## config.mk

```make
export PLATFORM = sky130hd
export DESIGN_NAME = led_pattern_gen_flat
export DESIGN_NICKNAME = d
export VERILOG_FILES = /design/src/rtl/led_pattern_gen_if.sv /design/src/rtl/led_pattern_gen.sv /design/src/flat_wrapper.sv
export SDC_FILE = /design/constraint.sdc
export NUM_CORES = 1
export LEC_CHECK = 0
export ABC_AREA = 1
export CORE_MARGIN = 4
export CORE_UTILIZATION = 55
export CTS_CLUSTER_DIAMETER = 100
export CTS_CLUSTER_SIZE = 16
export DETAILED_ROUTE_END_ITERATION = 10
export GPL_ROUTABILITY_DRIVEN = 0
export PLACE_DENSITY = 0.74
export SLEW_MARGIN = 20
export SYNTH_ARGS = -nofsm -noshare
export SYNTH_HDL_FRONTEND = slang
export SYNTH_SLANG_ARGS = --single-unit
```

## constraint.sdc

```tcl
create_clock -name clki -period 3.45 [get_ports clki]
set_input_delay 0.5175 -clock clki [delete_from_list [all_inputs] [get_ports clki]]
set_output_delay 0.5175 -clock clki [all_outputs]
set_load 0.01 [all_outputs]
```

## src/rtl/led_pattern_gen_if.sv

```systemverilog
// LED pattern generator control/status bundle: run controls in, LED drive and tick out.
interface led_pattern_gen_if #(
  parameter int N_LEDS = 5
);
  logic              en;
  logic [1:0]        mode;
  logic [N_LEDS-1:0] static_pat;
  logic [N_LEDS-1:0] leds;
  logic              tick;

  modport master (output en, mode, static_pat, input leds, tick);
  modport slave  (input en, mode, static_pat, output leds, tick);
endinterface

```

## src/rtl/led_pattern_gen.sv

```systemverilog
// Board status LED driver: prescaled step ticks feeding binary, bounce-chase,
// PWM breathing or static patterns. All outputs registered.
module led_pattern_gen #(
  parameter int N_LEDS   = 5,
  parameter int PRESCALE = 2097152,
  parameter int PWM_W    = 8
) (
  input  logic           clki,
  input  logic           rst,
  led_pattern_gen_if.slave bus
);
  localparam int PSW  = $clog2(PRESCALE);
  localparam int POSW = (N_LEDS > 1) ? $clog2(N_LEDS) : 1;
  localparam logic [PSW-1:0]   PS_LAST  = PSW'(PRESCALE - 1);
  localparam logic [POSW-1:0]  POS_LAST = POSW'(N_LEDS - 1);
  localparam logic [POSW-1:0]  POS_TURN = POSW'((N_LEDS > 1) ? N_LEDS - 2 : 0);
  localparam logic [PWM_W-1:0] DUTY_MAX = '1;

  typedef enum logic {UP = 1'b0, DOWN = 1'b1} dir_t;
  typedef enum logic [1:0] {M_BIN, M_CHASE, M_BREATHE, M_STATIC} mode_t;

  logic [PSW-1:0]    presc,    presc_n;
  logic [N_LEDS-1:0] step,     step_n;
  logic [POSW-1:0]   pos,      pos_n;
  dir_t              dir,      dir_n;
  logic [PWM_W-1:0]  duty,     duty_n;
  dir_t              duty_dir, duty_dir_n;
  logic [PWM_W-1:0]  pwm_cnt,  pwm_cnt_n;
  mode_t             mode_q,   mode_n;
  logic [N_LEDS-1:0] leds_q,   leds_n;
  logic              tick_q,   tick_n;
  logic              term;

  assign term = (presc == PS_LAST);

  always_comb begin
    presc_n    = presc;
    step_n     = step;
    pos_n      = pos;
    dir_n      = dir;
    duty_n     = duty;
    duty_dir_n = duty_dir;
    pwm_cnt_n  = pwm_cnt;
    mode_n     = mode_q;
    leds_n     = leds_q;
    tick_n     = 1'b0;
    if (bus.en) begin
      mode_n = mode_t'(bus.mode);
      // leds always follow the registered mode/state, hence the one-cycle lag
      unique case (mode_q)
        M_BIN:     leds_n = step;
        M_CHASE:   leds_n = N_LEDS'(1) << pos;
        M_BREATHE: leds_n = {N_LEDS{pwm_cnt < duty}};
        default:   leds_n = bus.static_pat;
      endcase
      if (mode_t'(bus.mode) != mode_q) begin
        presc_n    = '0;
        step_n     = '0;
        pos_n      = '0;
        dir_n      = UP;
        duty_n     = '0;
        duty_dir_n = UP;
        pwm_cnt_n  = '0;
      end else begin
        presc_n   = term ? '0 : presc + 1'b1;
        pwm_cnt_n = pwm_cnt + 1'b1;
        tick_n    = term;
        if (term) begin
          unique case (mode_q)
            M_BIN: step_n = step + 1'b1;
            M_CHASE: begin
              if (N_LEDS > 1) begin
                if (dir == UP) begin
                  if (pos == POS_LAST) begin
                    dir_n = DOWN;
                    pos_n = POS_TURN;
                  end else begin
                    pos_n = pos + 1'b1;
                  end
                end else if (pos == '0) begin
                  dir_n = UP;
                  pos_n = POSW'(1);
                end else begin
                  pos_n = pos - 1'b1;
                end
              end
            end
            M_BREATHE: begin
              if (duty_dir == UP) begin
                if (duty == DUTY_MAX) begin
                  duty_dir_n = DOWN;
                  duty_n     = DUTY_MAX - 1'b1;
                end else begin
                  duty_n = duty + 1'b1;
                end
              end else if (duty == '0) begin
                duty_dir_n = UP;
                duty_n     = PWM_W'(1);
              end else begin
                duty_n = duty - 1'b1;
              end
            end
            default: ;
          endcase
        end
      end
    end
  end

  always_ff @(posedge clki) begin
    if (rst) begin
      presc    <= '0;
      step     <= '0;
      pos      <= '0;
      dir      <= UP;
      duty     <= '0;
      duty_dir <= UP;
      pwm_cnt  <= '0;
      mode_q   <= M_BIN;
      leds_q   <= '0;
      tick_q   <= 1'b0;
    end else begin
      presc    <= presc_n;
      step     <= step_n;
      pos      <= pos_n;
      dir      <= dir_n;
      duty     <= duty_n;
      duty_dir <= duty_dir_n;
      pwm_cnt  <= pwm_cnt_n;
      mode_q   <= mode_n;
      leds_q   <= leds_n;
      tick_q   <= tick_n;
    end
  end

  assign bus.leds = leds_q;
  assign bus.tick = tick_q;
endmodule
```

## src/flat_wrapper.sv

```systemverilog
// flat-port wrapper written by rule: the top's interface ports become plain ports
module led_pattern_gen_flat 
#(
  parameter int N_LEDS   = 5,
  parameter int PRESCALE = 2097152,
  parameter int PWM_W    = 8
)
  (clki, rst, bus_en, bus_mode, bus_static_pat, bus_leds, bus_tick);
  led_pattern_gen_if #(.N_LEDS(N_LEDS)) bus_i ();
  input  logic clki;
  input  logic rst;
  input wire logic [$bits(bus_i.en)-1:0] bus_en;
  input wire logic [$bits(bus_i.mode)-1:0] bus_mode;
  input wire logic [$bits(bus_i.static_pat)-1:0] bus_static_pat;
  output wire logic [$bits(bus_i.leds)-1:0] bus_leds;
  output wire logic [$bits(bus_i.tick)-1:0] bus_tick;
  assign bus_i.en = bus_en;
  assign bus_i.mode = bus_mode;
  assign bus_i.static_pat = bus_static_pat;
  assign bus_leds = bus_i.leds;
  assign bus_tick = bus_i.tick;
  led_pattern_gen #(.N_LEDS(N_LEDS), .PRESCALE(PRESCALE), .PWM_W(PWM_W)) u_core (.clki(clki), .rst(rst), .bus(bus_i));
endmodule
```

Word level (Yosys, flattened, before mapping). Cells that the tools add are included.

$add $sub $neg: 7. Magnitude comparators: 1. Eq/ne operators: 6. Shift-type cells: 1. Multiplexer cells: 31. Bitwise operators: 1. Reduce and logical (&&, ||, !) cells: 11.

Operators with widths (count): 2-to-1 mux 8 bit (7); 2-to-1 mux 21 bit (2); adder 21 x 1 -> 21 bit (second input constant) (1); == test 21 bit (second input constant) (1); 2-to-1 mux 3 bit (6); adder 8 x 1 -> 8 bit (second input constant) (2); 2-to-1 mux 5 bit (3); case mux 5 bit (3 select lines) (1); 2-to-1 mux 1 bit (12); AND reduction 3 bit (3); == test 8 bit (second input constant) (1); zero test 8 bit (1); less-than comparator 8 bit (1); nonzero test 2 bit (4); subtractor 8 x 1 -> 8 bit (second input constant) (1); adder 5 x 1 -> 5 bit (second input constant) (1); << shifter 1 x 3 -> 5 bit (first input constant) (1); adder 3 x 1 -> 3 bit (second input constant) (1); == test 3 bit (second input constant) (1); zero test 3 bit (1); OR reduction 3 bit (1); subtractor 3 x 1 -> 3 bit (second input constant) (1); == test 2 x 1 -> 1 bit (second input constant) (1); == test 2 bit (second input constant) (1); other kinds (3) (3).

Register bits: 55. Input bits: 10.

Logic depth before layout (Yosys ltp). Gate-level depths: netlist of the first run.

Depth after elaboration: 6. Gate-level depth with buffers: 12.

Worst setup path after synthesis of the first run. OpenSTA, ideal clock, no wires.

Kind: register to register. Start point: register u_core.presc[0]. End point: register u_core.duty[3]. Setup time: 128 ps. Arrival: 1385 ps. Required time: 3322 ps. Slack: 1937 ps. Stages on the path, launching flop included: 11. Buffers on the path: 0. Period minus slack after synthesis: 1513 ps. Path through: dfxtp_1 ha_1 nand3_2 nor2_2 nand3_2 nand2_4 nand3_4 clkinv_4 nand2_1 o21ai_1 nor2_1.

Word-level cells in the longest chain between the ends: 3.

RTL lines: from (decl) (line led_pattern_gen.sv:22) `logic [PSW-1:0] presc, presc_n;`; from (signal assigned) (line led_pattern_gen.sv:123) `presc <= presc_n;`; == test 21 bit (line led_pattern_gen.sv:34) `assign term = (presc == PS_LAST);`; nonzero test 2 bit (no source line); AND reduction 3 bit (no source line); to (signal assigned) (line led_pattern_gen.sv:127) `duty <= duty_n;`; to (decl) (line led_pattern_gen.sv:26) `logic [PWM_W-1:0] duty, duty_n;`.

Every way passes these cells. A chain may end at the register's enable or synchronous reset.

==> reports/metrics.csv, run 1 <==
stage;metric;value;unit
synthesis;netlist_instances;513;
layout;synthToLayoutAreaGrowth;9.01;%
power;vdd_ir_drop_max;277;µV
sta;fmaxAchievable;516;MHz
routing;wl_per_cell;12.5;µm
global_routing;gr-total-overflow;0;
min_path;min-delay-path-class;reg -> reg;
sta;timing.final.max_slew_violations;0;
sta;timing.setup.tns;0;ns
synthesis;synth.cells.most_frequent;sky130_fd_sc_hd__nand2_1, sky130_fd_sc_hd__nor2_1, sky130_fd_sc_hd__dfxtp_1;
synthesis;synth_warnings;0;
floorplan;die_height;87.3;µm
synthesis;synth_largest_area_cell;sky130_fd_sc_hd__dfxtp_1;
layout;finalCoreUtilization;0.625;
worst_setup_path;setup.reg_to_reg.worst_slack;1.67;ns
clock_network;ctsHtreeMaxLevel;2;
global_routing;grt_pass1_wl;12900;µm
place;port-buffer-count;15;
sta;finalSetupViolCount;0;
flow_run;maxCapViolations;0;
sta;worst_slew_margin_rel;0.613;
clock_network;cts_buffer_depth;2;
clock_network;cts_inserted_buffers;5;
layout;antenna_cells;0;
worst_setup_path;critical_path.cell_chain;clkdlybuf4s50_1, buf_4, nand3_1, nor3b_1, nand2_1, o21ai_0, a21oi_1;
layout;fillCellCount;583;
clock_network;clock_tree_from_tritoncts;built;
layout;multi_input_combinational_cell_area;2050;µm²
clock_network;insertion_delay_to_the_later_sink_of_the_worst_skew_pair;0.31;ns
power;power;1.47;mW
worst_setup_path;worstSetupPathType;in -> reg;
layout;design.final.nets;556;
synthesis;mappedNetlistArea;3460;µm²
floorplan;rows;28;
floorplan;start_util;0.574;
min_path;whs_endpoint;u_core.bus.leds[2];
worst_setup_path;worst_setup_path_start_kind;input port;
global_routing;globalRouteTotalUtil;0.208;
routing;routed-via-count;3240;
clock_network;cts_hold_buffers;0;
clock_network;post_cts_resize_count;0;
place;placed_area;3650;µm²
power;powerDensity;390;nW/µm²
synthesis;ys.flop_type;sky130_fd_sc_hd__dfxtp_1;
floorplan;placeableCoreArea;6030;µm²
sta;tightest_slew;0.580;ns
sta;final_hold_viol_count;0;
worst_setup_path;worstPathRequired;3.67;ns
floorplan;io_pins;16;
synthesis;yosys.cell_count.top_type;sky130_fd_sc_hd__nand2_1;
worst_setup_path;worst_path_max_delay_cell;sky130_fd_sc_hd__clkdlybuf4s50_1;
sta;grt_setup_unrepaired;false;
worst_setup_path;timing.critical_path.fanout_max;17;
layout;fin_area;3770;µm²
synthesis;synth_enable_flop_cells;0;
routing;routed_wl;7480;µm
min_path;worst_hold_launch;u_core.bus.leds[2];
sta;layout_worst_path_cycle_share;0.562;
worst_setup_path;largest_stage_delay_on_the_critical_path;0.59;ns
routing;first_pass_iteration_count_of_the_detailed_router;5;
synthesis;synth-seq-cells;55;
synthesis;synthesis.area_per_instance;6.74;µm²
synthesis;netlist_top_cells_area;sky130_fd_sc_hd__dfxtp_1, sky130_fd_sc_hd__nand2_1, sky130_fd_sc_hd__nor2_1, sky130_fd_sc_hd__ha_1, sky130_fd_sc_hd__a21oi_1;
routing;violation_count_after_the_first_detailed_route_iteration;193;
min_path;holdPathStages;2;
layout;drive_above_1_share;0.0760;
place;placement.setup.worst_slack;1.17;ns
sta;timing.final.crit_period;1.94;ns
clock_network;numClockSinks;55;
synthesis;synth_net_count;544;
sta;setup_ws;1.51;ns
routing;drtAntennaViolNets;0;
routing;drcViolationCount;0;
worst_setup_path;timing.rr.start;u_core.mode_q[0];
floorplan;fp.dieW;87.3;µm
clock_network;ctsRootBufferMaster;sky130_fd_sc_hd__clkbuf_8;
synthesis;yosysTopAreaCellShare;0.318;
worst_setup_path;worst_r2r_endpoint;u_core.presc[18];
clock_network;post_cts_buffers;0;
worst_setup_path;critical_path_arrival;2.15;ns
worst_setup_path;ff2ff_path_depth;8;
global_routing;vias_in_the_first_global_route;2969;
power;p_leak;1.53;nW
clock_network;clk_transition_reported_paths;0.10;ns
synthesis;synthDistinctLibCells;40;
place;dp_hpwl;5620;µm
layout;layout.area.seq;1100;µm²
worst_setup_path;worst_setup_path_end_kind;flop;
global_routing;grt_start_max_net_pins;20;
run_status;outcome;finished, final reports clean;
synthesis;seq_area_frac_synth;0.318;
routing;routed_via_density;5.39;
synthesis;synthArstFlopShare;0;
sta;finClkSkew;0.00926;ns
floorplan;full_die_area;7620;µm²
global_routing;grt_antenna_before_repair;0;
## placed cells by master, fill, tap and decap left out, types with 2 or more instances in the layout
cell / n
sky130_fd_sc_hd__inv_1: 52
sky130_fd_sc_hd__buf_4: 2
sky130_fd_sc_hd__nand2_1: 104
sky130_fd_sc_hd__a21oi_1: 39
sky130_fd_sc_hd__nand4_1: 7
sky130_fd_sc_hd__nor2_1: 89
sky130_fd_sc_hd__nor2_2: 5
sky130_fd_sc_hd__clkdlybuf4s50_1: 15
sky130_fd_sc_hd__o21ai_1: 5
sky130_fd_sc_hd__nor3b_1: 3
sky130_fd_sc_hd__nand3_2: 3
sky130_fd_sc_hd__clkbuf_8: 6
sky130_fd_sc_hd__inv_2: 6
sky130_fd_sc_hd__nand2_4: 3
sky130_fd_sc_hd__a211oi_1: 2
sky130_fd_sc_hd__xnor2_1: 6
sky130_fd_sc_hd__o21a_1: 2
sky130_fd_sc_hd__nand3_1: 27
sky130_fd_sc_hd__ha_1: 21
sky130_fd_sc_hd__dfxtp_1: 55
sky130_fd_sc_hd__nor3_1: 14
sky130_fd_sc_hd__nand3_4: 2
sky130_fd_sc_hd__nand2_2: 2
sky130_fd_sc_hd__nor3_2: 3
sky130_fd_sc_hd__o22ai_1: 5
sky130_fd_sc_hd__or2_0: 3
sky130_fd_sc_hd__o21ai_0: 23
sky130_fd_sc_hd__xor2_1: 7
sky130_fd_sc_hd__a21oi_2: 3
## worst max-delay path, delay by kind of cell
family | cells | cell delay, ns
simple gates | 3 | 0.53
buf+inv | 2 | 0.90
compound gates | 2 | 0.20
## layer usage
metal  share of wire  track usage  up-vias
met1            0.47        0.270     1442
met3           0.055       0.0378       17
met5               0            0        -
met2            0.46        0.342       94
li1                -            -     1687
met4           0.019       0.0739        0
## through the flow
step / hold WS, ns / cells
final: 0.471 / 601
after detailed placement: 0.460 / 593
after global placement: 0.453 / 593
after floorplan: 0.429 / 513
after global routing: 0.509 / 601
after CTS: 0.477 / 601
## power breakdown
group	leakage [nW]	switching, mW	internal [mW]	total (mW)
Clock	0.0618	0.220	0.239	0.459
Combinational	1.02	0.198	0.112	0.311
Sequential	0.447	0.0365	0.662	0.699
Total	1.53	0.455	1.01	1.47
## cell families (layout without fill, tap and decap cells)
kind of cell | Yosys count | count (layout) | synth area share
adders and majority gates | 21 | 21 | 0.0760
DFF | 55 | 55 | 0.318
buffers and inverters | 72 | 85 | 0.0872
xor gates and xnor gates | 14 | 14 | 0.0376
AOI/OAI and AO/OA | 85 | 85 | 0.135
and+or+nand+nor | 266 | 266 | 0.345
## state kept, by name (all words and copies together) (netlist names), 2 cells and up
signal and cells:
u_core.pos 3, u_core.duty 8, u_core.bus.leds 5, u_core.step 5, u_core.mode_q 2, u_core.pwm_cnt 8
u_core.presc 21
## worst max path at each step
stage / slack, ns / endpoint / from / cells past startpoint
final: 1.51 / u_core.pwm_cnt[6] / bus_en / 7
after global routing: 1.33 / u_core.pwm_cnt[7] / bus_en / 8
after CTS: 1.50 / u_core.presc[18] / bus_mode[0] / 9
after detailed placement: 1.17 / u_core.presc[18] / bus_mode[0] / 9
after global placement: 1.20 / u_core.pwm_cnt[6] / bus_en / 7
after floorplan: 1.94 / u_core.duty[3] / u_core.presc[0] / 10
## area by class of cell
type,instances,share of cell area
inverter,60,0.0618
sequential,55,0.292
tap,75,0.0249
clock inverter,2,0.0103
multi-input combinational,386,0.545
timing repair buffer,17,0.0438
clock buffer,6,0.0219
Power figures use the tool's default switching activity.
==> run 2: changes to the inputs <==
--- a/config.mk
+++ b/config.mk
@@ -12,7 +12,7 @@
 export CTS_CLUSTER_SIZE = 16
 export DETAILED_ROUTE_END_ITERATION = 10
 export GPL_ROUTABILITY_DRIVEN = 0
-export PLACE_DENSITY = 0.74
+export PLACE_DENSITY = 0.77
 export SLEW_MARGIN = 20
 export SYNTH_ARGS = -nofsm -noshare
 export SYNTH_HDL_FRONTEND = slang
==> constraint.sdc (replaced) <==
create_clock -name clki -period 1.7 [get_ports clki]
set_input_delay 0.255 -clock clki [delete_from_list [all_inputs] [get_ports clki]]
set_output_delay 0.255 -clock clki [all_outputs]
set_load 0.01 [all_outputs]
==> reports/metrics.csv, run 2 (synthesized netlist as in run 1, its figures left out) <==
stage;metric;value;unit
sta;finClkSkew;0.0121;ns
sta;timing.final.crit_period;1.61;ns
run_status;outcome;finished, final reports clean;
layout;drive_above_1_share;0.177;
global_routing;grt_start_max_net_pins;18;
min_path;whs_endpoint;u_core.bus.leds[2];
global_routing;gr-total-overflow;0;
clock_network;ctsRootBufferMaster;sky130_fd_sc_hd__clkbuf_8;
layout;most-common-layout-cells;sky130_fd_sc_hd__nand2_1, sky130_fd_sc_hd__nor2_1, sky130_fd_sc_hd__inv_1;
routing;wl_per_cell;12.2;µm
clock_network;post_cts_resize_count;0;
floorplan;die_height;87.3;µm
global_routing;grt_antenna_before_repair;0;
place;placement.setup.worst_slack;-0.113;ns
routing;routed-via-count;3378;
routing;drcViolationCount;0;
clock_network;cts_hold_buffers;0;
layout;regMostFlops;u_core.presc;
layout;fin_area;4100;µm²
global_routing;vias_in_the_first_global_route;3253;
worst_setup_path;crit_path_start;u_core.presc[0];
clock_network;ctsHtreeMaxLevel;2;
routing;routed_wl;7820;µm
layout;final_common_cell;sky130_fd_sc_hd__nand2_1;
worst_setup_path;setup.reg_to_reg.worst_slack;0.09;ns
global_routing;grt_pass1_wl;13800;µm
worst_setup_path;timing.critical_path.fanout_max;8;
place;dp_hpwl;6100;µm
sta;grt_setup_unrepaired;true;
place;placed_area;3930;µm²
routing;routed_via_density;5.29;
clock_network;cts_buffer_depth;2;
layout;fillCellCount;541;
power;p_leak;1.71;nW
power;share_clk_of_total_power;0.261;
sta;fmaxAchievable;621;MHz
sta;setup_ws;0.0910;ns
layout;synthToLayoutAreaGrowth;18.6;%
worst_setup_path;worstPathRequired;1.90;ns
power;power.sequential.fraction;0.475;
layout;design.final.nets;594;
sta;worst_slew_margin_rel;0.789;
floorplan;placeableCoreArea;6030;µm²
worst_setup_path;worst_setup_path_end_kind;flop;
clock_network;numClockSinks;55;
floorplan;start_util;0.574;
global_routing;globalRouteTotalUtil;0.220;
worst_setup_path;timing.rr.start;u_core.presc[0];
power;switching_share;0.322;
floorplan;rows;28;
floorplan;full_die_area;7620;µm²
layout;finalCoreUtilization;0.680;
sta;tightest_slew;0.315;ns
floorplan;fp.dieW;87.3;µm
floorplan;io_pins;16;
clock_network;cts_inserted_buffers;5;
power;power.share.combinational;0.264;
sta;finalSetupViolCount;0;
clock_network;post_cts_buffers;0;
place;port-buffer-count;15;
routing;first_pass_iteration_count_of_the_detailed_router;4;
flow_run;maxCapViolations;0;
clock_network;insertion_delay_to_the_later_sink_of_the_worst_skew_pair;0.31;ns
routing;drtAntennaViolNets;0;
layout;largest_register_ff_count;21;
sta;final_hold_viol_count;0;
power;internal-power;2.00;mW
min_path;min-delay-path-class;reg -> reg;
layout;antenna_cells;0;
layout;layout_top_registers;u_core.presc (21), u_core.duty (8), u_core.pwm_cnt (8);
power;switchingPower;0.950;mW
clock_network;clk_transition_reported_paths;0.10;ns
clock_network;clock_tree_from_tritoncts;built;
sta;layout_worst_path_cycle_share;0.946;
worst_setup_path;worst_r2r_endpoint;u_core.pos[0];
sta;timing.final.max_slew_violations;0;
worst_setup_path;ff2ff_path_depth;9;
power;vdd_ir_drop_max;509;µV
routing;violation_count_after_the_first_detailed_route_iteration;156;
worst_setup_path;worstSetupPathType;reg -> reg;
min_path;worst_hold_launch;u_core.bus.leds[2];
worst_setup_path;worst_setup_path_start_kind;flop;
worst_setup_path;critical_path_arrival;1.81;ns
min_path;holdPathStages;2;
power;powerDensity;719;nW/µm²
## run 2: cell type report
cell class / instances / area [µm²] / area share
clock inverters: 1 / 8.76 / 0.00214
repair buffers: 55 / 450 / 0.110
flip-flops and latches: 55 / 1110 / 0.272
clock buffers: 7 / 86.3 / 0.0211
inverters: 60 / 233 / 0.0568
well taps: 75 / 93.8 / 0.0229
multi-input cells: 386 / 2110 / 0.515
## run 2: worst max-delay path: stages, from the launching register on
cell and delay [ns]:
sky130_fd_sc_hd__dfxtp_2 0.34, sky130_fd_sc_hd__ha_2 0.20, sky130_fd_sc_hd__nand3_2 0.10, sky130_fd_sc_hd__nor2_2 0.14, sky130_fd_sc_hd__nand3_2 0.11, sky130_fd_sc_hd__nand2_4 0.12
sky130_fd_sc_hd__buf_4 0.15, sky130_fd_sc_hd__nand3_4 0.11, sky130_fd_sc_hd__o21ai_1 0.16, sky130_fd_sc_hd__nor2_1 0.05
## run 2: worst max path at each step
| stage | end | cells past startpoint | slack [ns] |
|---|---|---|---|
| 4_1_cts | u_core.presc[12] | 9 | 0.01 |
| 3_3_place_gp | u_core.presc[14] | 8 | -0.07 |
| 6_report | u_core.pos[0] | 9 | 0.09 |
| 3_5_place_dp | u_core.duty[4] | 9 | -0.11 |
| 2_1_floorplan | u_core.duty[3] | 10 | 0.19 |
| 5_1_grt | u_core.duty[3] | 11 | -0.01 |
## run 2: per-layer routing
layer	track usage	wire length (µm)
met5	0	0
met4	0.0656	87
met3	0.0388	337
met2	0.368	3640
met1	0.289	3760
## run 2: per-stage QoR
step | total power [mW] | std cells | TNS [ns] | hold WS, ns
floorplan | 1.91 | 513 | 0 | 0.390
global placement | 2.15 | 631 | -1.13 | 0.453
detailed placement | 2.17 | 631 | -2.69 | 0.455
CTS | 2.93 | 639 | 0 | 0.469
global route | 3.13 | 639 | -0.0183 | 0.500
finish | 2.95 | 639 | 0 | 0.465
## run 2: power groups by stage
stage / combinational (mW) / sequential [mW] / clock [mW]
6_report: 0.777 / 1.40 / 0.770
5_1_grt: 0.875 / 1.41 / 0.842
4_1_cts: 0.746 / 1.39 / 0.791
3_5_place_dp: 0.742 / 1.42 / 0
3_3_place_gp: 0.724 / 1.42 / 0
2_1_floorplan: 0.497 / 1.42 / 0
==> run 3: changes to the inputs <==
--- a/config.mk
+++ b/config.mk
@@ -12,6 +12,7 @@
 export CTS_CLUSTER_SIZE = 16
 export DETAILED_ROUTE_END_ITERATION = 10
 export GPL_ROUTABILITY_DRIVEN = 0
+export MAX_ROUTING_LAYER = met4
 export PLACE_DENSITY = 0.77
 export SLEW_MARGIN = 20
 export SYNTH_ARGS = -nofsm -noshare
==> reports/metrics.csv, run 3 (synthesized netlist as in run 1, its figures left out) <==
stage;metric;value;unit
run_status;outcome;finished, final reports clean;
layout;layout_top_registers;u_core.presc (21), u_core.duty (8), u_core.pwm_cnt (8);
layout;final_common_cell;sky130_fd_sc_hd__nand2_1;
routing;drcViolationCount;0;
power;power.share.combinational;0.263;
sta;tightest_slew;0.316;ns
routing;routed_wl;7790;µm
floorplan;placeableCoreArea;6030;µm²
global_routing;gr-total-overflow;0;
floorplan;die_height;87.3;µm
global_routing;globalRouteTotalUtil;0.227;
clock_network;insertion_delay_to_the_later_sink_of_the_worst_skew_pair;0.31;ns
worst_setup_path;worst_path_max_delay_cell;sky130_fd_sc_hd__dfxtp_2;
sta;hold-worst-slack;0.465;ns
worst_setup_path;timing.critical_path.max_delay_family;simple AND/OR/NAND/NOR gates;
worst_setup_path;worstPathRequired;1.90;ns
clock_network;cts_inserted_buffers;5;
routing;violation_count_after_the_first_detailed_route_iteration;210;
routing;drtAntennaViolNets;0;
routing;routed-via-count;3371;
floorplan;fp.dieW;87.3;µm
worst_setup_path;worst_setup_path_start_kind;flop;
worst_setup_path;largest_stage_delay_on_the_critical_path;0.34;ns
global_routing;vias_in_the_first_global_route;3252;
worst_setup_path;timing.rr.start;u_core.presc[0];
flow_run;maxCapViolations;0;
worst_setup_path;timing.critical_path.mode_cell;sky130_fd_sc_hd__nand3_2;
clock_network;numClockSinks;55;
layout;antenna_cells;0;
sta;finalSetupViolCount;0;
floorplan;start_util;0.574;
floorplan;full_die_area;7620;µm²
place;port-buffer-count;15;
layout;most-common-layout-cells;sky130_fd_sc_hd__nand2_1, sky130_fd_sc_hd__nor2_1, sky130_fd_sc_hd__inv_1;
layout;synthToLayoutAreaGrowth;18.5;%
floorplan;rows;28;
power;internal-power;2.00;mW
worst_setup_path;critical_path.cell_chain;ha_2, nand3_2, nor2_2, nand3_2, nand2_4, buf_4, nand3_4, o21ai_1, nor2_1;
sta;finClkSkew;0.0134;ns
layout;drive_above_1_share;0.176;
clock_network;ctsHtreeMaxLevel;2;
worst_setup_path;worstSetupPathType;reg -> reg;
power;powerDensity;718;nW/µm²
worst_setup_path;buf_inv_stages_crit_path;1;
clock_network;clk_transition_reported_paths;0.10;ns
worst_setup_path;crit_path_start;u_core.presc[0];
routing;wl_per_cell;12.2;µm
power;share_clk_of_total_power;0.262;
sta;timing.final.max_slew_violations;0;
sta;grt_setup_unrepaired;true;
clock_network;clock_tree_from_tritoncts;built;
sta;timing.final.crit_period;1.61;ns
floorplan;io_pins;16;
worst_setup_path;worst_setup_path_end_kind;flop;
global_routing;grt_pass1_wl;13800;µm
layout;design.final.nets;594;
clock_network;ctsRootBufferMaster;sky130_fd_sc_hd__clkbuf_8;
min_path;worst_hold_launch;u_core.bus.leds[2];
power;p_leak;1.71;nW
sta;final_hold_viol_count;0;
sta;layout_worst_path_cycle_share;0.946;
layout;largest_register_ff_count;21;
power;switching_share;0.322;
min_path;min-delay-path-class;reg -> reg;
sta;worst_slew_margin_rel;0.789;
place;placement.setup.worst_slack;-0.113;ns
place;dp_hpwl;6100;µm
worst_setup_path;timing.critical_path.fanout_max;8;
sta;fmaxAchievable;622;MHz
power;power.sequential.fraction;0.476;
routing;routed_via_density;5.28;
power;switchingPower;0.946;mW
clock_network;cts_buffer_depth;2;
global_routing;grt_antenna_before_repair;0;
routing;first_pass_iteration_count_of_the_detailed_router;4;
sta;setup_ws;0.0912;ns
global_routing;grt_start_max_net_pins;18;
power;vdd_ir_drop_max;505;µV
layout;regMostFlops;u_core.presc;
worst_setup_path;critical_path_arrival;1.81;ns
-- run 3: changes by cell type in the layout (fill, tap and decap cells not counted) --
| cell | previous run | this run |
|---|---|---|
| sky130_fd_sc_hd__nor2_1 | 86 | 87 |
| sky130_fd_sc_hd__nor2_2 | 7 | 6 |
-- run 3: power groups by stage --
stage,sequential (mW),combinational (mW),clock [mW]
after floorplan,1.42,0.497,0
after global placement,1.42,0.724,0
after detailed placement,1.42,0.742,0
after CTS,1.39,0.746,0.791
after global routing,1.41,0.872,0.842
final,1.40,0.773,0.770
-- run 3: repair_timing --
item,CTS,global route
hold buffers,0,0
buffers inserted,0,0
setup endpoints to repair,0,27
resized for setup,0,33
-- run 3: final cells by class --
class | instances | area [µm²]
multi-input combinational | 386 | 2110
fill | 538 | 1930
sequential | 55 | 1110
timing repair buffer | 55 | 450
inverter | 60 | 233
tap | 75 | 93.8
clock buffer | 7 | 86.3
clock inverter | 1 | 8.76
-- run 3: tightest hold or removal path, delay by kind of cell (launching register included) --
kind | cells | cell delay (ns)
flops | 1 | 0.32
simple gates | 1 | 0.06
compound gates | 1 | 0.05
-- run 3: worst paths after layout --
path	end	slack, ns	cells after the start
max	u_core.pos[0]	0.09	9
min	u_core.bus.leds[2]	0.46	2
max reg2reg	u_core.pos[0]	0.09	9
min reg2reg	u_core.bus.leds[2]	0.46	2
-- run 3: stage by stage --
stage	power (mW)	utilization	cell area, µm²	setup TNS [ns]	instances
after floorplan	1.91	-	3460	0	513
after CTS	2.93	0.668	4030	0	639
after detailed placement	2.17	0.653	3930	-2.69	631
after global placement	2.15	0.653	3930	-1.13	631
after global routing	3.12	0.680	4100	-0.0141	639
final	2.94	0.680	4100	0	639
-- run 3: routing by layer --
metal | up-vias | part of all wire | GRT usage
met2 | 63 | 0.46 | 0.368
li1 | 1764 | - | -
met4 | 0 | 0.013 | 0.0656
met1 | 1536 | 0.48 | 0.289
met5 | - | 0 | -
met3 | 8 | 0.045 | 0.0388
